<file path="src/rtl/corner_pkg.sv">
// Shared types, limits and default corners for the corner tracker.
// Frame geometry is 800x600; corner addresses are {row, col}.
package corner_pkg;

    typedef struct packed {
        logic [9:0] row;
        logic [9:0] col;
    } corner_t;

    localparam logic [9:0] H_MAX = 10'd799;
    localparam logic [9:0] V_MAX = 10'd599;

    localparam corner_t DEF_UL = {10'd0,  10'd0};
    localparam corner_t DEF_UR = {10'd0,  H_MAX};
    localparam corner_t DEF_DL = {V_MAX,  10'd0};
    localparam corner_t DEF_DR = {V_MAX,  H_MAX};

    typedef enum logic [1:0] {SEARCH, ACQUIRE, LOCKED, COAST} track_state_t;

    typedef enum logic [2:0] {
        PH_IDLE, PH_CHECK, PH_UL, PH_UR, PH_DL, PH_DR, PH_DONE
    } phase_t;

    typedef enum logic [1:0] {LD_HOLD, LD_DIRECT, LD_SMOOTH, LD_DEFAULT} load_t;

    function automatic logic [10:0] manhattan(input corner_t a, input corner_t b);
        logic [9:0] drow;
        logic [9:0] dcol;
        drow = (a.row > b.row) ? (a.row - b.row) : (b.row - a.row);
        dcol = (a.col > b.col) ? (a.col - b.col) : (b.col - a.col);
        return {1'b0, drow} + {1'b0, dcol};
    endfunction

    // idx order matches the update sequence: UL, UR, DL, DR.
    function automatic corner_t default_corner(input logic [1:0] idx);
        corner_t c;
        case (idx)
            2'd0:    c = DEF_UL;
            2'd1:    c = DEF_UR;
            2'd2:    c = DEF_DL;
            default: c = DEF_DR;
        endcase
        return c;
    endfunction

endpackage

</file>
<file path="src/rtl/corner_ema.sv">
// One combinational smoothing step for a single coordinate: moves cur toward
// meas by diff >>> SHIFT (at least one unit when diff is nonzero), clamped to 0..MAX.
module corner_ema #(
    parameter int         SHIFT = 2,
    parameter logic [9:0] MAX   = 10'd799
) (
    input  logic [9:0] cur,
    input  logic [9:0] meas,
    output logic [9:0] result
);

    logic signed [10:0] diff;
    logic signed [10:0] step;
    logic signed [11:0] sum;

    always_comb begin
        diff = $signed({1'b0, meas}) - $signed({1'b0, cur});
        step = diff >>> SHIFT;
        // A positive diff smaller than 2^SHIFT would otherwise stall short of the target.
        if ((step == 11'sd0) && (diff != 11'sd0)) begin
            step = diff[10] ? -11'sd1 : 11'sd1;
        end
        sum = $signed({step[10], step}) + $signed({2'b00, cur});
        if (sum[11]) begin
            result = 10'd0;
        end else if (sum > $signed({2'b00, MAX})) begin
            result = MAX;
        end else begin
            result = sum[9:0];
        end
    end

endmodule

</file>
<file path="src/rtl/corner_tracker.sv">
// Tracks the four document corners across frames with a SEARCH/ACQUIRE/LOCKED/COAST
// state machine. Define CORNER_TRACKER_SMOOTH_EN to smooth corners while locked.
module corner_tracker
    import corner_pkg::*;
#(
    parameter int SHIFT       = 2,
    parameter int ACQ_FRAMES  = 3,
    parameter int LOSS_FRAMES = 4,
    parameter int JUMP_THR    = 64
) (
    input  logic         i_clk,
    input  logic         i_rst,
    input  logic         i_valid,
    input  logic         i_success,
    input  logic [19:0]  i_ul_addr,
    input  logic [19:0]  i_ur_addr,
    input  logic [19:0]  i_dl_addr,
    input  logic [19:0]  i_dr_addr,
    output logic [19:0]  o_ul_addr,
    output logic [19:0]  o_ur_addr,
    output logic [19:0]  o_dl_addr,
    output logic [19:0]  o_dr_addr,
    output logic         o_valid,
    output logic         o_locked,
    output logic         o_busy,
    output track_state_t o_state
);

    // Handshake: i_valid is a one-cycle pulse accepted only while o_busy is low;
    // there is no backpressure, a pulse seen while busy is dropped. o_valid pulses
    // once per accepted frame, six cycles after acceptance.

    localparam logic [7:0]  ACQ_N  = 8'(ACQ_FRAMES);
    localparam logic [7:0]  LOSS_N = 8'(LOSS_FRAMES);
    localparam logic [10:0] THR    = 11'(JUMP_THR);

`ifdef CORNER_TRACKER_SMOOTH_EN
    localparam load_t TRACK_LOAD = LD_SMOOTH;
`else
    localparam load_t TRACK_LOAD = LD_DIRECT;
`endif

    if ((SHIFT < 0) || (SHIFT > 10) || (ACQ_FRAMES < 1) || (LOSS_FRAMES < 1)) begin : g_bad_cfg
        $error("corner_tracker: unsupported parameter set");
    end

    phase_t       phase_q, phase_d;
    track_state_t state_q, state_d;
    logic [7:0]   acq_q, acq_d;
    logic [7:0]   miss_q, miss_d;
    load_t        mode_q, mode_d;
    corner_t      cap_q [4];
    logic         cap_ok_q;
    corner_t      trk_q [4];
    logic         valid_q;

    logic         accept;
    logic         near;
    logic         good;
    logic         upd;
    logic [1:0]   idx;
    corner_t      cur;
    corner_t      meas;
    corner_t      next_c;

    assign accept = i_valid && (phase_q == PH_IDLE);

    // Frame sequencing FSM.
    always_comb begin
        phase_d = phase_q;
        case (phase_q)
            PH_IDLE:  if (i_valid) phase_d = PH_CHECK;
            PH_CHECK: phase_d = PH_UL;
            PH_UL:    phase_d = PH_UR;
            PH_UR:    phase_d = PH_DL;
            PH_DL:    phase_d = PH_DR;
            PH_DR:    phase_d = PH_DONE;
            PH_DONE:  phase_d = PH_IDLE;
            default:  phase_d = PH_IDLE;
        endcase
    end

    always_comb begin
        near = 1'b1;
        for (int i = 0; i < 4; i++) begin
            if (manhattan(cap_q[i], trk_q[i]) > THR) near = 1'b0;
        end
        good = cap_ok_q && ((state_q == SEARCH) || (state_q == ACQUIRE) || near);
    end

    // Track FSM: evaluated once per frame in the CHECK cycle; mode_d tells the
    // update cycles how to load the four corners.
    always_comb begin
        state_d = state_q;
        acq_d   = acq_q;
        miss_d  = miss_q;
        mode_d  = mode_q;
        if (phase_q == PH_CHECK) begin
            mode_d = LD_HOLD;
            case (state_q)
                SEARCH: begin
                    if (good) begin
                        state_d = ACQUIRE;
                        acq_d   = 8'd1;
                        mode_d  = LD_DIRECT;
                    end
                end
                ACQUIRE: begin
                    if (good) begin
                        acq_d  = acq_q + 8'd1;
                        mode_d = LD_DIRECT;
                        if ((acq_q + 8'd1) >= ACQ_N) begin
                            state_d = LOCKED;
                            acq_d   = 8'd0;
                        end
                    end else begin
                        state_d = SEARCH;
                        acq_d   = 8'd0;
                    end
                end
                LOCKED: begin
                    if (good) begin
                        mode_d = TRACK_LOAD;
                    end else begin
                        state_d = COAST;
                        miss_d  = 8'd1;
                    end
                end
                default: begin
                    if (good) begin
                        state_d = LOCKED;
                        miss_d  = 8'd0;
                        mode_d  = TRACK_LOAD;
                    end else begin
                        miss_d = miss_q + 8'd1;
                        if ((miss_q + 8'd1) >= LOSS_N) begin
                            state_d = SEARCH;
                            miss_d  = 8'd0;
                            mode_d  = LD_DEFAULT;
                        end
                    end
                end
            endcase
        end
    end

    always_ff @(posedge i_clk or posedge i_rst) begin
        if (i_rst) begin
            phase_q <= PH_IDLE;
            state_q <= SEARCH;
            acq_q   <= 8'd0;
            miss_q  <= 8'd0;
            mode_q  <= LD_HOLD;
            valid_q <= 1'b0;
        end else begin
            phase_q <= phase_d;
            state_q <= state_d;
            acq_q   <= acq_d;
            miss_q  <= miss_d;
            mode_q  <= mode_d;
            valid_q <= (phase_q == PH_DONE);
        end
    end

    // One corner per update cycle; both coordinate steppers are shared across corners.
    always_comb begin
        case (phase_q)
            PH_UR:   idx = 2'd1;
            PH_DL:   idx = 2'd2;
            PH_DR:   idx = 2'd3;
            default: idx = 2'd0;
        endcase
        upd  = (phase_q == PH_UL) || (phase_q == PH_UR) ||
               (phase_q == PH_DL) || (phase_q == PH_DR);
        cur  = trk_q[idx];
        meas = cap_q[idx];
    end

`ifdef CORNER_TRACKER_SMOOTH_EN
    logic [9:0] smooth_row;
    logic [9:0] smooth_col;

    corner_ema #(.SHIFT(SHIFT), .MAX(V_MAX)) u_ema_row (
        .cur    (cur.row),
        .meas   (meas.row),
        .result (smooth_row)
    );

    corner_ema #(.SHIFT(SHIFT), .MAX(H_MAX)) u_ema_col (
        .cur    (cur.col),
        .meas   (meas.col),
        .result (smooth_col)
    );
`endif

    always_comb begin
        case (mode_q)
            LD_DIRECT:  next_c = meas;
`ifdef CORNER_TRACKER_SMOOTH_EN
            LD_SMOOTH:  next_c = {smooth_row, smooth_col};
`endif
            LD_DEFAULT: next_c = default_corner(idx);
            default:    next_c = cur;
        endcase
    end

    always_ff @(posedge i_clk or posedge i_rst) begin
        if (i_rst) begin
            cap_ok_q <= 1'b0;
            for (int i = 0; i < 4; i++) cap_q[i] <= '0;
            trk_q[0] <= DEF_UL;
            trk_q[1] <= DEF_UR;
            trk_q[2] <= DEF_DL;
            trk_q[3] <= DEF_DR;
        end else begin
            if (accept) begin
                cap_ok_q <= i_success;
                cap_q[0] <= i_ul_addr;
                cap_q[1] <= i_ur_addr;
                cap_q[2] <= i_dl_addr;
                cap_q[3] <= i_dr_addr;
            end
            if (upd) trk_q[idx] <= next_c;
        end
    end

    assign o_ul_addr = trk_q[0];
    assign o_ur_addr = trk_q[1];
    assign o_dl_addr = trk_q[2];
    assign o_dr_addr = trk_q[3];
    assign o_valid   = valid_q;
    assign o_busy    = (phase_q != PH_IDLE);
    assign o_locked  = (state_q == LOCKED) || (state_q == COAST);
    assign o_state   = state_q;

endmodule

</file>
<file path="config.mk">
export PLATFORM = sky130hd
export DESIGN_NAME = corner_tracker
export DESIGN_NICKNAME = d
export VERILOG_FILES = /design/src/rtl/corner_pkg.sv /design/src/rtl/corner_ema.sv /design/src/rtl/corner_tracker.sv
export SDC_FILE = /design/constraint.sdc
export NUM_CORES = 1
export LEC_CHECK = 0
export ABC_AREA = 0
export ABC_CLOCK_PERIOD_IN_PS = 20100
export CAP_MARGIN = 0
export CELL_PAD_IN_SITES_DETAIL_PLACEMENT = 0
export CELL_PAD_IN_SITES_GLOBAL_PLACEMENT = 1
export CORE_ASPECT_RATIO = 0.7
export CORE_MARGIN = 2
export CORE_UTILIZATION = 30
export CTS_CLUSTER_DIAMETER = 100
export DETAILED_ROUTE_END_ITERATION = 7
export PLACE_DENSITY = 0.56
export SYNTH_ARGS = -nofsm -noshare
export SYNTH_HDL_FRONTEND = slang
export SYNTH_HIERARCHICAL = 1
export SYNTH_SLANG_ARGS = --single-unit
</file>
<file path="constraint.sdc">
create_clock -name i_clk -period 20.1 [get_ports i_clk]
set_input_delay 5.025 -clock i_clk [delete_from_list [all_inputs] [get_ports i_clk]]
set_output_delay 5.025 -clock i_clk [all_outputs]
set_load 0.01 [all_outputs]
</file>
==> reports/metrics.csv <==
stage,metric,value,unit
cts,clk_latency,0.48,ns
sta,fin_skew,0.02086,ns
cts,cts.repair.resized,0,
worst_setup_path,start_kind,input pin,
cts,cts.sinks,185,
yosys,synth_area_leader_cell,dfrtp_1,
sta,finalHoldViolCount,0,
sta,max_freq,0.1405,GHz
drt,vias,15560,
finish,fin_nets,2495,
drt,routed_via_density,5.260,
yosys,ys_seq_area_frac,0.2718,
placement,place_congestion,0.8910,
global_route,grt_pass1_vias,15270,
yosys,synth-edff-count,0,
cts,cts_buffers,17,
drt,antenna_left,0,
die,num_rows,73,
sta,finalSetupViolCount,0,
outcome,outcome,finished clean,
finish,n_fill_cell,5874,
finish,seq_area,4664,um2
yosys,async_flop_share,1.000,
finish,area_growth,17.29,%
finish,antenna_cells,0,
sta,min_period_over_period,0.3540,
sta,min_period,7.116,ns
cts,cts_buffer_depth,2,
cts,ctsRootBufferMaster,clkbuf_16,
drt,wire_per_inst,22.53,um
worst_setup_path,path_max_fanout,85,
die,io_pins,169,
finish,drive_gt1_frac,0.08016,
die,coreArea,56630,um2
job,maxCapViolations,0,
finish,fin_util,0.3553,
yosys,synth.most_common_cell,nand2_1,
yosys,synth_area,17160,um2
cts,cts_htree_levels,4,
cts,cts_tree,yes,
yosys,syn_avg_cell_area,8.200,um2
die,die_w,289.8,um
global_route,grt_max_degree,126,
yosys,synth_cell_type_count,83,
sta,fin_hold_ws,0.4989,ns
yosys,synthCells,2092,
finish,fin_area,20120,um2
yosys,ys_ff_latch,185,
die,start_util,0.3029,
drt,drtPass1Iterations,5,
yosys,synth_warnings,6,
yosys,syn_nets,2392,
cts,hold_buffers,0,
yosys,synth_top_area_share,0.2319,
worst_setup_path,crit_arrival,7.48,ns
worst_hold_path,hp-class,reg2reg,
worst_setup_path,setup.worst_path.class,in2reg,
worst_setup_path,crit_required,20.46,ns
global_route,grt_antenna_before_repair,0,
sta,setup_tns,0,ns
drt,routed_wl,66650,um
sta,tightest_slew,1.116,ns
drt,drcViolationCount,0,
placement,io_buffer_count,168,
global_route,grt-ovfl-total,0,
placement,dp_hpwl,53260,um
global_route,grt_first_pass_wirelength,99720,um
cts,path_clk_slew,0.08,ns
global_route,grt_usage,0.2241,
yosys,ys.flop_type,dfrtp_1,
die,dieHeight,204.1,um
sta,slew_viol_final,0,
finish,multi_input_area,11260,um2
placement,dpl-instance-area,19530,um2
yosys,synthTopCellsByCount,"235 x nand2_1, 220 x inv_1, 211 x o21ai_0",
die,dieArea,59140,um2
cts,post_cts_buffers,0,
sta,rsz0062_at_grt,false,
worst_setup_path,endpoint_kind,flip-flop,
yosys,ys_top_cells_by_area,"dfrtp_1 23%, ha_1 14%, o21ai_0 6.2%",
drt,drt-initial-drc-count,1149,
sta,maxSlewHeadroom,0.2532,
-- worst paths after layout --
check / start / end / slack [ns] / depth (start not counted)
max: i_valid / cap_q[19]$_DFFE_PP0P_ / 12.98 / 6
min: mode_q[1]$_DFFE_PP0P_ / mode_q[1]$_DFFE_PP0P_ / 0.50 / 1
max reg2reg: o_ul_addr[10]$_DFFE_PP0P_ / miss_q[1]$_DFFE_PP0P_ / 13.46 / 22
min reg2reg: mode_q[1]$_DFFE_PP0P_ / mode_q[1]$_DFFE_PP0P_ / 0.50 / 1
max in group asynchronous: i_rst / phase_q[2]$_DFFE_PP0P_ / 13.36 / 3
min in group asynchronous: i_rst / cap_q[43]$_DFFE_PP0P_ / 5.15 / 2
-- critical path: stages --
cell and delay (ns):
clkdlybuf4s50_1 0.48, inv_1 0.07, nor2_4 0.09, buf_4 0.68
buf_4 0.63, mux2_2 0.41
-- layout by cell type (no fill, tap or decap), drive strengths merged, types with 8 or more instances in the layout --
master           n
nand3b          10
o31ai            8
mux2i           50
xor2            31
nand2          237
o22ai           16
a21oi          137
clkdlybuf4s50  168
nand2b          20
a211oi          20
o21ai          216
inv            226
a31oi           26
buf             20
fa              20
dfrtp          159
a211o            9
nand4           20
mux2            69
clkbuf          17
nor2           118
a2111oi         10
o221ai           8
a21boi           8
dfstp           26
a21o            39
o21bai          12
nand3           51
nor2b           40
and3             8
nor3            23
and2            11
xnor2           44
a311oi          29
ha             196
-- layout make-up --
cell class              instances  share of cell area
multi-input cells            1583              0.5598
inverters                     220             0.04141
flip-flops and latches        185              0.2318
repair buffers                188             0.09103
clock buffers                  17             0.02114
well taps                     750             0.04664
clock inverters                15            0.008146
-- metal layers --
layer	wire length, um	part of all wire	up-vias	GRT usage
met3	2392	0.036	34	0.02990
met4	742	0.011	0	0.03553
li1	-	-	7520	-
met1	34430	0.52	7657	0.3329
met5	0	0	-	0
met2	29080	0.44	347	0.3499
-- kinds of logic (layout without fill, tap and decap cells) --
family	count (synthesis)	in the layout	synth area share
flip-flops	185	185	0.2718
adder cells (fa/ha/maj)	216	216	0.1663
buffers and inverters	324	440	0.07264
AND/OR/NAND/NOR	577	577	0.1586
AO/OA/AOI/OAI	596	596	0.2179
multiplexers	119	119	0.07447
XOR/XNOR	75	75	0.03829
-- sequential cells by signal, indices dropped and copies added (netlist names), named ones only --
register / count
acq_q: 8
cap_ok_q: 1
cap_q: 80
miss_q: 8
mode_q: 2
o_dl_addr: 20
o_dr_addr: 20
o_state: 1
o_ul_addr: 20
o_ur_addr: 20
o_valid: 1
phase_q: 3
-- through the flow --
step                setup WS (ns)  std cells
floorplan                   10.09       2092
global placement            12.46       2926
detailed placement          12.44       2926
CTS                         12.94       2958
global route                12.79       2958
finish                      12.98       2958
Power is not shown: default switching activity piles up to over one toggle a cycle in this logic, so the estimate is an artifact.
